## src/rtl/nn_pkg.sv

```systemverilog
// Shared types and widths for the neuron datapath blocks.
package nn_pkg;

    typedef enum logic [1:0] {
        ST_IDLE  = 2'd0,
        ST_ACCUM = 2'd1,
        ST_DONE  = 2'd2
    } state_t;

    localparam int NN_WIDTH = 32;
    localparam int ACT_W    = 8;
    localparam int PROD_W   = 2 * ACT_W;

endpackage

```

## src/rtl/neuron_mac_if.sv

```systemverilog
// Start/beat/result handshake bundle between a neuron_mac and its producer/consumer.
interface neuron_mac_if
    import nn_pkg::*;
#(
    parameter int WIDTH = NN_WIDTH
);
    logic                     start;
    logic signed [WIDTH-1:0]  bias;
    logic                     in_valid;
    logic                     in_ready;
    logic signed [ACT_W-1:0]  x_in;
    logic signed [ACT_W-1:0]  w_in;
    logic                     res_ack;
    logic signed [WIDTH-1:0]  a_out;
    logic                     ready_signal;
    logic                     busy;

    modport master (
        output start, bias, in_valid, x_in, w_in, res_ack,
        input  in_ready, a_out, ready_signal, busy
    );

    modport slave (
        input  start, bias, in_valid, x_in, w_in, res_ack,
        output in_ready, a_out, ready_signal, busy
    );

endinterface

```

## src/rtl/nn_mult8.sv

```systemverilog
// Signed 8x8 -> 16 combinational multiply for one activation/weight beat.
module nn_mult8
    import nn_pkg::*;
(
    input  logic signed [ACT_W-1:0]  i_a,
    input  logic signed [ACT_W-1:0]  i_b,
    output logic signed [PROD_W-1:0] o_p
);

    assign o_p = i_a * i_b;

endmodule

```

## src/rtl/neuron_mac.sv

```systemverilog
// Neuron multiply-accumulate: bias + sum of N_INPUTS x*w beats, wrapping at WIDTH bits.
//
// state    | meaning
// ST_IDLE  | waiting for start; acc holds the last result
// ST_ACCUM | accepting x/w beats until N_INPUTS have been summed
// ST_DONE  | a_out final, ready_signal high until res_ack
module neuron_mac
    import nn_pkg::*;
#(
    parameter int WIDTH    = NN_WIDTH,
    parameter int N_INPUTS = 64,
    parameter int CNT_W    = 16
)(
    input  logic          clk,
    input  logic          rst_n,
    neuron_mac_if.slave   bus
);

    state_t                   r_state;
    state_t                   w_state_nxt;
    logic signed [WIDTH-1:0]  r_acc;
    logic [CNT_W-1:0]         r_cnt;

    logic signed [PROD_W-1:0] w_prod;
    logic signed [WIDTH-1:0]  w_prod_ext;
    logic                     w_beat;
    logic                     w_last;

    nn_mult8 u_mult (
        .i_a (bus.x_in),
        .i_b (bus.w_in),
        .o_p (w_prod)
    );

    assign w_prod_ext = WIDTH'(w_prod);
    assign w_beat     = (r_state == ST_ACCUM) && bus.in_valid;
    assign w_last     = (r_cnt == CNT_W'(N_INPUTS - 1));

    always_ff @(posedge clk or negedge rst_n) begin
        if (!rst_n) begin
            r_state <= ST_IDLE;
        end else begin
            r_state <= w_state_nxt;
        end
    end

    always_comb begin
        w_state_nxt = r_state;
        case (r_state)
            ST_IDLE:  if (bus.start)         w_state_nxt = ST_ACCUM;
            ST_ACCUM: if (w_beat && w_last)  w_state_nxt = ST_DONE;
            ST_DONE:  if (bus.res_ack)       w_state_nxt = ST_IDLE;
            default:                         w_state_nxt = ST_IDLE;
        endcase
    end

    // Accumulator and beat counter move only on start-in-IDLE or an accepted beat.
    always_ff @(posedge clk or negedge rst_n) begin
        if (!rst_n) begin
            r_acc <= '0;
            r_cnt <= '0;
        end else if ((r_state == ST_IDLE) && bus.start) begin
            r_acc <= bus.bias;
            r_cnt <= '0;
        end else if (w_beat) begin
            r_acc <= r_acc + w_prod_ext;
            r_cnt <= r_cnt + CNT_W'(1);
        end
    end

    assign bus.in_ready     = (r_state == ST_ACCUM);
    assign bus.ready_signal = (r_state == ST_DONE);
    assign bus.busy         = (r_state != ST_IDLE);
    assign bus.a_out        = r_acc;

endmodule

```

## src/flat_wrapper.sv

```systemverilog
// flat-port wrapper written by rule: the top's interface ports become plain ports
module neuron_mac_flat import nn_pkg::*;
#(
    parameter int WIDTH    = NN_WIDTH,
    parameter int N_INPUTS = 64,
    parameter int CNT_W    = 16
)
  (clk, rst_n, bus_start, bus_bias, bus_in_valid, bus_x_in, bus_w_in, bus_res_ack, bus_in_ready, bus_a_out, bus_ready_signal, bus_busy);
  neuron_mac_if #(.WIDTH(WIDTH)) bus_i ();
  input  logic clk;
  input  logic rst_n;
  input wire logic [$bits(bus_i.start)-1:0] bus_start;
  input wire logic [$bits(bus_i.bias)-1:0] bus_bias;
  input wire logic [$bits(bus_i.in_valid)-1:0] bus_in_valid;
  input wire logic [$bits(bus_i.x_in)-1:0] bus_x_in;
  input wire logic [$bits(bus_i.w_in)-1:0] bus_w_in;
  input wire logic [$bits(bus_i.res_ack)-1:0] bus_res_ack;
  output wire logic [$bits(bus_i.in_ready)-1:0] bus_in_ready;
  output wire logic [$bits(bus_i.a_out)-1:0] bus_a_out;
  output wire logic [$bits(bus_i.ready_signal)-1:0] bus_ready_signal;
  output wire logic [$bits(bus_i.busy)-1:0] bus_busy;
  assign bus_i.start = bus_start;
  assign bus_i.bias = bus_bias;
  assign bus_i.in_valid = bus_in_valid;
  assign bus_i.x_in = bus_x_in;
  assign bus_i.w_in = bus_w_in;
  assign bus_i.res_ack = bus_res_ack;
  assign bus_in_ready = bus_i.in_ready;
  assign bus_a_out = bus_i.a_out;
  assign bus_ready_signal = bus_i.ready_signal;
  assign bus_busy = bus_i.busy;
  neuron_mac #(.WIDTH(WIDTH), .N_INPUTS(N_INPUTS), .CNT_W(CNT_W)) u_core (.clk(clk), .rst_n(rst_n), .bus(bus_i));
endmodule
```

## config.mk

```make
export PLATFORM = sky130hd
export DESIGN_NAME = neuron_mac_flat
export DESIGN_NICKNAME = d
export VERILOG_FILES = /design/src/rtl/nn_pkg.sv /design/src/rtl/neuron_mac_if.sv /design/src/rtl/nn_mult8.sv /design/src/rtl/neuron_mac.sv /design/src/flat_wrapper.sv
export SDC_FILE = /design/constraint.sdc
export NUM_CORES = 1
export LEC_CHECK = 0
export CAP_MARGIN = 20
export CORE_ASPECT_RATIO = 2
export CORE_MARGIN = 4
export CORE_UTILIZATION = 25
export CTS_BUF_LIST = sky130_fd_sc_hd__clkbuf_16
export CTS_CLUSTER_DIAMETER = 200
export DETAILED_ROUTE_END_ITERATION = 7
export GPL_TIMING_DRIVEN = 0
export PLACE_DENSITY = 0.5
export SLEW_MARGIN = 20
export SYNTH_ARGS = -nofsm -noshare
export SYNTH_HDL_FRONTEND = slang
export SYNTH_SLANG_ARGS = --single-unit
```

## constraint.sdc

```tcl
create_clock -name clk -period 6.9 [get_ports clk]
set_input_delay 0.69 -clock clk [delete_from_list [all_inputs] [get_ports clk]]
set_output_delay 0.69 -clock clk [all_outputs]
set_load 0.01 [all_outputs]
```

==> out/qor.csv, run 1 <==
metric;value;unit
synth_seq_cells;50;
crit_start;bus_x_in[0];
clock_skew;0.0107;ns
worstSkewPairLatency;0.31;ns
synth_top_cell_area_share;0.360;
core;29600;sq um
vias;5735;
synth-edff-count;0;
final_nets;1118;
finalCriticalPeriod;6.61;ns
port_buffers;86;
place_hpwl;18.3;mm
wl_per_cell;17.6;um
initial_utilization;0.255;
cp.arrival;6.78;ns
synthAdderAreaFrac;0.478;
fmax;151;MHz
drtPass1Iterations;4;
synthXorXnorAreaFrac;0.0475;
async_flop_share;1.00;
rows;89;
multi_input_area;5880;sq um
areaGrowthSynthToFinish;22.9;%
io-pin-count;88;
syn_inst;743;
drtAntennaViolNets;0;
n_fill_cell;3105;
yosysUniqueCellTypes;49;
track_usage;0.138;
worst_pin_slew;0.922;ns
setup_viol;0;
clk_transition_reported_paths;0.07;ns
yosysSeqAreaShare;0.166;
synth_mux_area_frac;0.00663;
drt-initial-drc-count;194;
synth.area.top_cells;fa_1 36%, dfrtp_1 17%, ha_1 12%, inv_1 5.1%, and2_1 2.9%;
outcome;complete, no violations;
ctsHoldBuffers;0;
cts_htree_levels;2;
critPathRequiredTime;7.08;ns
whs;0.165;ns
synth_top_area_cell;fa_1;
finalCritPeriodShare;0.957;
max-slew-margin-rel;0.383;
clockRootBuffer;clkbuf_16;
regArea;1250;sq um
critPathLaunchType;input port;
clock_path_buffers;2;
drive_gt1_frac;0.0466;
finalHoldViolCount;0;
grt_max_degree;50;
place_congestion;0.807;
avgSynthCellArea;10.2;sq um
grt_pass1_wl;35.0;mm
grt.overflow.total;0;
cts.sinks;50;
die_y;254;um
reg2reg_from;u_core.bus.a_out[6]$_DFFE_PN0P_;
synth_simple_gate_area_frac;0.114;
syn_area;7550;sq um
viasPerCell;4.69;
drt_wl_total;21.5;mm
drc_errors;0;
max-cap-violations;0;
grt_pass1_vias;6508;
die_area;33200;sq um
worstHoldPathType;input port to async pin;
crit_fanout;8;
synth_compound_area_frac;0.130;
cts_tree;built;
cts_made_buffers;5;
syn_nets;1003;
worstSetupPathType;input port to register;
rsz0062_at_grt;no;
ys.flop_type;dfrtp_1;
diodes;0;
synth_top_family_by_area;adder cells;
dieWidth;131;um
end_kind;register;
drv_slew;0;
r2r_cells;18;
ys.warnings.count;0;
grt_antenna_before_repair;0;
-- final timing paths --
check                                                   end  slack [ns]
setup / recovery           u_core.bus.a_out[29]$_DFFE_PN0P_        0.29
min in group clk              u_core.r_state[1]$_DFFE_PN0P_        0.50
hold / removal                u_core.r_state[1]$_DFFE_PN0P_        0.16
setup reg to reg           u_core.bus.a_out[29]$_DFFE_PN0P_        1.18
hold reg to reg               u_core.r_state[1]$_DFFE_PN0P_        0.50
max in group asynchronous  u_core.bus.a_out[19]$_DFFE_PN0P_        6.27
-- cell usage after synthesis, drive strengths merged (7+ instances only) --
cell type / number
nand2: 49
nand2b: 7
clkbuf: 12
xnor2: 19
dfrtp: 50
nand3: 10
nor2: 41
ha: 71
o21ai: 42
fa: 136
a22oi: 22
and3: 9
and2: 35
inv: 102
a21oi: 25
xor2: 22
a21o: 14
-- cell usage in the layout, fill, tap and decap left out, types with 6 or more instances in the layout --
cell type        synthesis  layout
nor3_1                   6       6
clkbuf_1                12      12
nand2b_1                 7       7
ha_1                    71      71
nand2_1                 49      49
a21oi_1                 25      25
and2_1                  35      33
xor2_1                  22      22
clkdlybuf4s50_1          0      83
inv_1                  102      99
a21o_1                  14      14
nand3_1                 10      10
o21ai_0                 41      41
fa_1                   136     135
buf_4                    0      20
nor2_1                  41      41
and3_1                   9       9
xnor2_1                 19      19
nor2b_1                  6       6
dfrtp_1                 50      50
a22oi_1                 22      22
-- critical path: stages --
cell and delay (ns):
clkdlybuf4s50_1 0.58, nand2b_1 0.26, fa_1 0.52, fa_1 0.55
inv_1 0.06, fa_1 0.53, fa_1 0.59, fa_1 0.43
ha_1 0.36, and3_1 0.17, a211o_1 0.37, a221o_1 0.40
a2111oi_4 0.52, o311ai_4 0.20, o31ai_2 0.23, xor2_1 0.24
o21ai_1 0.08
-- final cells by class --
class	instances	area share
clock inverter	3	0.00458
tap	364	0.0490
buffer	15	0.00606
timing repair buffer	108	0.116
multi-input combinational	575	0.633
inverter	103	0.0429
clock buffer	5	0.0135
sequential	50	0.135
-- metal layers --
layer / vias up / global-route usage / wire length, um
met2: 92 / 0.281 / 13100
met1: 2933 / 0.141 / 7430
met3: 21 / 0.0103 / 485
li1: 2689 / - / -
met5: - / 0 / 0
met4: 0 / 0.0441 / 489
-- state kept, by name, summed over array words and instances (netlist names) --
register and flops:
u_core.bus.a_out 32, u_core.r_cnt 16, u_core.r_state 2
-- timing repair --
item | in CTS | in global routing
resized for setup | 3 | 5
setup endpoints to repair | 4 | 6
endpoints found under the hold margin | 0 | 0
setup buffers | 9 | 10
pin swaps | 1 | 0
-- through the flow --
stage	TNS, ns	utilization	std cells	setup WS [ns]	cell area (sq um)
detailed placement	-2.88	0.302	1196	-0.591	8940
CTS	0	0.310	1213	0.0136	9190
finish	0	0.313	1223	0.294	9290
global route	0	0.313	1223	0.0388	9290
floorplan	0	-	743	0.153	7550
global placement	-17.86	0.299	1193	-1.48	8870
-- cells by family (layout without fill, tap and decap cells) --
kind of cell               Yosys count  after routing
AOI/OAI and AO/OA                  146            146
xor gates and xnor gates            41             41
adders and majority gates          207            207
buffers and inverters              118            234
DFF                                 50             50
muxes                                5              5
and+or+nand+nor                    176            176
Power of run 1 is left out: the tool's default activity adds up to more than one toggle a clock period on the data nets, which glitch-free logic cannot reach.
==> run 2: changes to the inputs <==
- clock period: 6.9 -> 6.1 ns (I/O delays scaled with it)
==> run 2 against run 1 <==
Cell count fell by 0.49%. Non-clock buffer count fell by 8. Register-to-register slack got worse by 0.69 ns. Clock skew fell by 0.0062 ns. Die area did not move. Routed wire length rose by 1.1%. Critical path depth did not move. First-iteration DRC count fell by 22%. Via count rose by 0.35%. Hold slack got worse by 0.082 ns. Design area fell by 0.89%. Sequential share of layout area rose by 0.12 points. Critical path type unchanged.
==> out/qor.csv, run 2 (synthesized netlist as in run 1, its figures left out) <==
metric;value;unit;change
outcome;complete, no violations;;
post-place-ws;-1.24;ns;-0.646 ns
layout_common_cells;134 x fa_1, 99 x inv_1, 70 x clkdlybuf4s50_1;;
finalHoldViolCount;0;;unchanged
worstHoldPathType;input port to async pin;;
final_nets;1112;;-0.54%
worstSkewPairLatency;0.31;ns;about the same
clock_path_buffers;2;;unchanged
clk_transition_reported_paths;0.08;ns;about the same
crit_start;bus_x_in[0];;
worst_slack;0.196;ns;-0.0983 ns
clock_skew;0.00453;ns;-0.00617 ns
drtAntennaViolNets;0;;unchanged
worstSetupPathType;input port to register;;
drive_gt1_frac;0.0680;;+0.0214
cp.arrival;6.08;ns;-0.70 ns
grt_max_degree;50;;unchanged
critPathLaunchType;input port;;
final_cells;1217;;-0.49%
diodes;0;;unchanged
reg2reg_from;u_core.bus.a_out[6]$_DFFE_PN0P_;;
wl_per_cell;17.8;um;+1.6%
critPathRequiredTime;6.28;ns;-0.80 ns
place_congestion;0.807;;about the same
grt_pass1_vias;6628;;+1.8%
cts_htree_levels;2;;unchanged
max-slew-margin-rel;0.365;;-0.0183
drt-initial-drc-count;152;;-22%
fmax;169;MHz;
vias;5755;;+0.35%
post_dp_cell_area;8900;sq um;-0.52%
max-cap-violations;0;;unchanged
cts_made_buffers;5;;unchanged
finalCriticalPeriod;5.90;ns;
design_area;9200;sq um;-0.89%
rsz0062_at_grt;no;;
finalCritPeriodShare;0.968;;
die_y;254;um;unchanged
worst_pin_slew;0.949;ns;+0.0274 ns
cts.sinks;50;;unchanged
drtPass1Iterations;5;;+1
track_usage;0.139;;+0.00104
grt_pass1_wl;35.1;mm;+0.35%
dieWidth;131;um;unchanged
crit_fanout;8;;unchanged
viasPerCell;4.73;;+0.84%
grt_antenna_before_repair;0;;unchanged
place_hpwl;18.1;mm;-1.6%
areaGrowthSynthToFinish;21.8;%;
final_common_cell;fa_1;;
core;29600;sq um;unchanged
grt.overflow.total;0;;unchanged
io-pin-count;88;;unchanged
initial_utilization;0.255;;unchanged
clockRootBuffer;clkbuf_16;;
dp_cells;1194;;-0.17%
largest_reg_flops;32;;unchanged
die_area;33200;sq um;unchanged
drv_slew;0;;unchanged
end_kind;register;;
drt_wl_total;21.7;mm;+1.1%
setup_viol;0;;unchanged
rows;89;;unchanged
cts_tree;built;;
drc_errors;0;;unchanged
port_buffers;86;;unchanged
-- run 2: cell types whose count changed in the layout (fill, tap and decap cells not counted), sizes merged --
cell | previous run | this run
and2 | 35 | 37
buf | 26 | 21
clkbuf | 17 | 28
clkdlybuf4s50 | 83 | 70
dlygate4sd2 | 0 | 1
dlymetal6s2s | 2 | 0
-- run 2: worst paths after layout --
check	end	slack (ns)	cells after the start
worst max-delay path	u_core.bus.a_out[29]$_DFFE_PN0P_	0.20	17
worst min-delay path	u_core.r_state[1]$_DFFE_PN0P_	0.08	1
worst max register to register	u_core.bus.a_out[29]$_DFFE_PN0P_	0.49	18
worst min register to register	u_core.r_state[1]$_DFFE_PN0P_	0.51	1
max in group asynchronous	u_core.bus.a_out[18]$_DFFE_PN0P_	5.56	2
min in group clk	u_core.r_state[1]$_DFFE_PN0P_	0.51	1
-- run 2: cell type report --
cell class,instances,area (sq um)
buffer,14,53.8
clock buffer,5,125
clock inverter,3,47.5
fill,3125,20400
inverter,103,403
multi-input combinational,577,5930
sequential,50,1250
tap,364,455
timing repair buffer,101,932
-- run 2: timing repair --
action                                  CTS  global route
gates resized for setup                  31            31
hold buffers                              0             0
setup buffers                            14             0
hold endpoints to repair                  0             0
endpoints found under the setup margin   17             7
cloned                                    2             0
pin swaps                                 7             4
-- run 2: metrics by stage --
stage	util	hold WS, ns	setup TNS, ns
final	0.311	0.0827	0
after global routing	0.311	0.0702	0
after CTS	0.312	0.0688	-0.00735
after detailed placement	0.300	0.410	-13.86
after global placement	0.300	0.493	-13.48
after floorplan	-	0.314	0
-- run 2: routing by layer --
metal	vias up	GRT usage	share of wire
met4	0	0.0553	0.041
li1	2679	-	-
met5	-	0	0
met1	2943	0.142	0.34
met3	38	0.00989	0.025
met2	95	0.279	0.59
-- run 2: worst max-delay path: stages --
cell,delay [ns]
clkbuf_2,0.17
nand2b_1,0.21
fa_1,0.52
fa_1,0.55
inv_1,0.06
fa_1,0.52
fa_1,0.59
fa_1,0.47
ha_4,0.28
and3_1,0.16
a211o_1,0.31
a221o_1,0.38
a2111oi_4,0.50
o311ai_4,0.19
o31ai_2,0.23
xor2_1,0.24
o21ai_1,0.08
Power of run 2 is left out for the same reason.
==> run 3: changes to the inputs <==
- CELL_PAD_IN_SITES_DETAIL_PLACEMENT: unset -> 0
- CELL_PAD_IN_SITES_GLOBAL_PLACEMENT: unset -> 2
- PLACE_DENSITY: 0.5 -> 0.67
==> run 3 against run 2 <==
Via count decreased by 1.5%. Design area is 0.79% lower. Cell count down 0.33%. Die area stayed put. Register-to-register slack worse by 0.02 ns. Maximum frequency up 0.27%. Critical path depth grew 3.
==> out/qor.csv, run 3 (synthesized netlist as in run 1, its figures left out) <==
metric;value;unit;change
worstSkewPairLatency;0.31;ns;about the same
cts_tree;built;;
final_nets;1108;;-0.36%
viasPerCell;4.67;;-1.2%
final_common_cell;fa_1;;
post-place-ws;-1.21;ns;+0.0302 ns
grt.overflow.total;0;;unchanged
worst_slack;0.212;ns;+0.0159 ns
outcome;complete, no violations;;
cpMostUsedCell;fa_1;;
max-cap-violations;0;;unchanged
diodes;0;;unchanged
drtPass1Iterations;6;;+1
port_buffers;86;;unchanged
areaGrowthSynthToFinish;20.9;%;
track_usage;0.142;;+0.00352
die_y;254;um;unchanged
worstHoldPathType;input port to async pin;;
clockRootBuffer;clkbuf_16;;
whs;0.135;ns;+0.0519 ns
critPathRequiredTime;6.29;ns;about the same
drtAntennaViolNets;0;;unchanged
initial_utilization;0.255;;unchanged
drv_slew;0;;unchanged
crit_chain;buf_2 -> and2_4 -> buf_4 -> buf_4 -> fa_1 -> inv_1 -> fa_1 -> inv_1 -> fa_1 -> fa_1 -> ha_1 -> ha_2 -> a21o_1 -> a21o_1 -> a221o_1 -> a2111oi_4 -> o311ai_4 -> nand2_1 -> nor4b_1 -> or3_1;;
worst_pin_slew;0.842;ns;-0.107 ns
wl_per_cell;18.5;um;+3.7%
grt_pass1_wl;35.8;mm;+1.9%
drc_errors;0;;unchanged
max-slew-margin-rel;0.436;;+0.0714
post_dp_cell_area;8900;sq um;unchanged
n_fill_cell;3139;;+0.45%
cts.sinks;50;;unchanged
layout_common_cells;134 x fa_1, 99 x inv_1, 70 x clkdlybuf4s50_1;;
die_area;33200;sq um;unchanged
place_congestion;0.807;;about the same
end_kind;register;;
setup_viol;0;;unchanged
drive_gt1_frac;0.0612;;-0.00675
drt_wl_total;22.4;mm;+3.4%
regArea;1250;sq um;unchanged
finalCriticalPeriod;5.89;ns;-0.0159 ns
cts_htree_levels;2;;unchanged
clk_transition_reported_paths;0.08;ns;about the same
vias;5667;;-1.5%
io-pin-count;88;;unchanged
cp.arrival;6.08;ns;about the same
critPathLaunchType;input port;;
ctsHoldBuffers;0;;unchanged
fmax;170;MHz;+0.27%
grt_pass1_vias;6480;;-2.2%
multi_input_area;5920;sq um;-0.21%
rows;89;;unchanged
worstSetupPathType;input port to register;;
fin_util;0.308;;-0.00245
clock_skew;0.00503;ns;+0.000496 ns
finalHoldViolCount;0;;unchanged
place_hpwl;18.6;mm;+2.9%
clock_path_buffers;2;;unchanged
grt_max_degree;42;;-16%
finalCritPeriodShare;0.965;;-0.00260
grt_antenna_before_repair;0;;unchanged
largest_reg_flops;32;;unchanged
core;29600;sq um;unchanged
rsz0062_at_grt;no;;
crit_fanout;9;;+1
design_area;9130;sq um;-0.79%
cpMaxStageDelayCell;fa_1;;
drt-initial-drc-count;162;;+6.6%
dieWidth;131;um;unchanged
cts_made_buffers;5;;unchanged
r2r_setup_slack;0.47;ns;-0.02 ns
crit_path_max_incr_delay;0.52;ns;-0.07 ns
run 3: path summary, 6_finish.rpt:
kind,endpoint,from,cells past startpoint
setup / recovery,u_core.bus.a_out[31]$_DFFE_PN0P_,bus_w_in[0],20
hold / removal,u_core.bus.a_out[3]$_DFFE_PN0P_,rst_n,1
setup reg to reg,u_core.bus.a_out[31]$_DFFE_PN0P_,u_core.bus.a_out[6]$_DFFE_PN0P_,18
hold reg to reg,u_core.r_state[1]$_DFFE_PN0P_,u_core.r_state[0]$_DFFE_PN0P_,1
max in group asynchronous,u_core.bus.a_out[14]$_DFFE_PN0P_,rst_n,2
min in group clk,u_core.r_state[1]$_DFFE_PN0P_,u_core.r_state[0]$_DFFE_PN0P_,1
run 3: layer usage:
| layer | global-route usage | share of wire | up-vias |
|---|---|---|---|
| met2 | 0.293 | 0.61 | 94 |
| met1 | 0.147 | 0.35 | 2884 |
| li1 | - | - | 2668 |
| met3 | 0.00757 | 0.024 | 21 |
| met4 | 0.0424 | 0.022 | 0 |
| met5 | 0 | 0 | - |
run 3: critical path: cells and delay by family:
family	cells	cell delay [ns]
AND/OR/NAND/NOR	4	0.72
AO/OA/AOI/OAI	5	1.42
adder cells (fa/ha/maj)	6	2.62
buffers and inverters	5	0.67
run 3: cell type report:
| type | count | area share |
|---|---|---|
| multi-input cells | 577 | 0.649 |
| flip-flops and latches | 50 | 0.137 |
| repair buffers | 97 | 0.0976 |
| well taps | 364 | 0.0499 |
| inverters | 103 | 0.0441 |
| clock buffers | 5 | 0.0137 |
| plain buffers | 14 | 0.00589 |
| clock inverters | 3 | 0.00315 |
run 3: through the flow:
step,setup TNS (ns),instances
2_1_floorplan,0,743
3_5_place_dp,-15.33,1194
6_report,0,1213
3_3_place_gp,-15.04,1193
5_1_grt,0,1213
4_1_cts,0,1214
run 3: timing repair:
item                       4_1_cts  5_1_grt
pin swaps                        5        5
gates resized for setup         31       31
setup endpoints to repair       17        8
setup buffers                   10        0
cloned                           2        0
Power of run 3 is left out for the same reason.
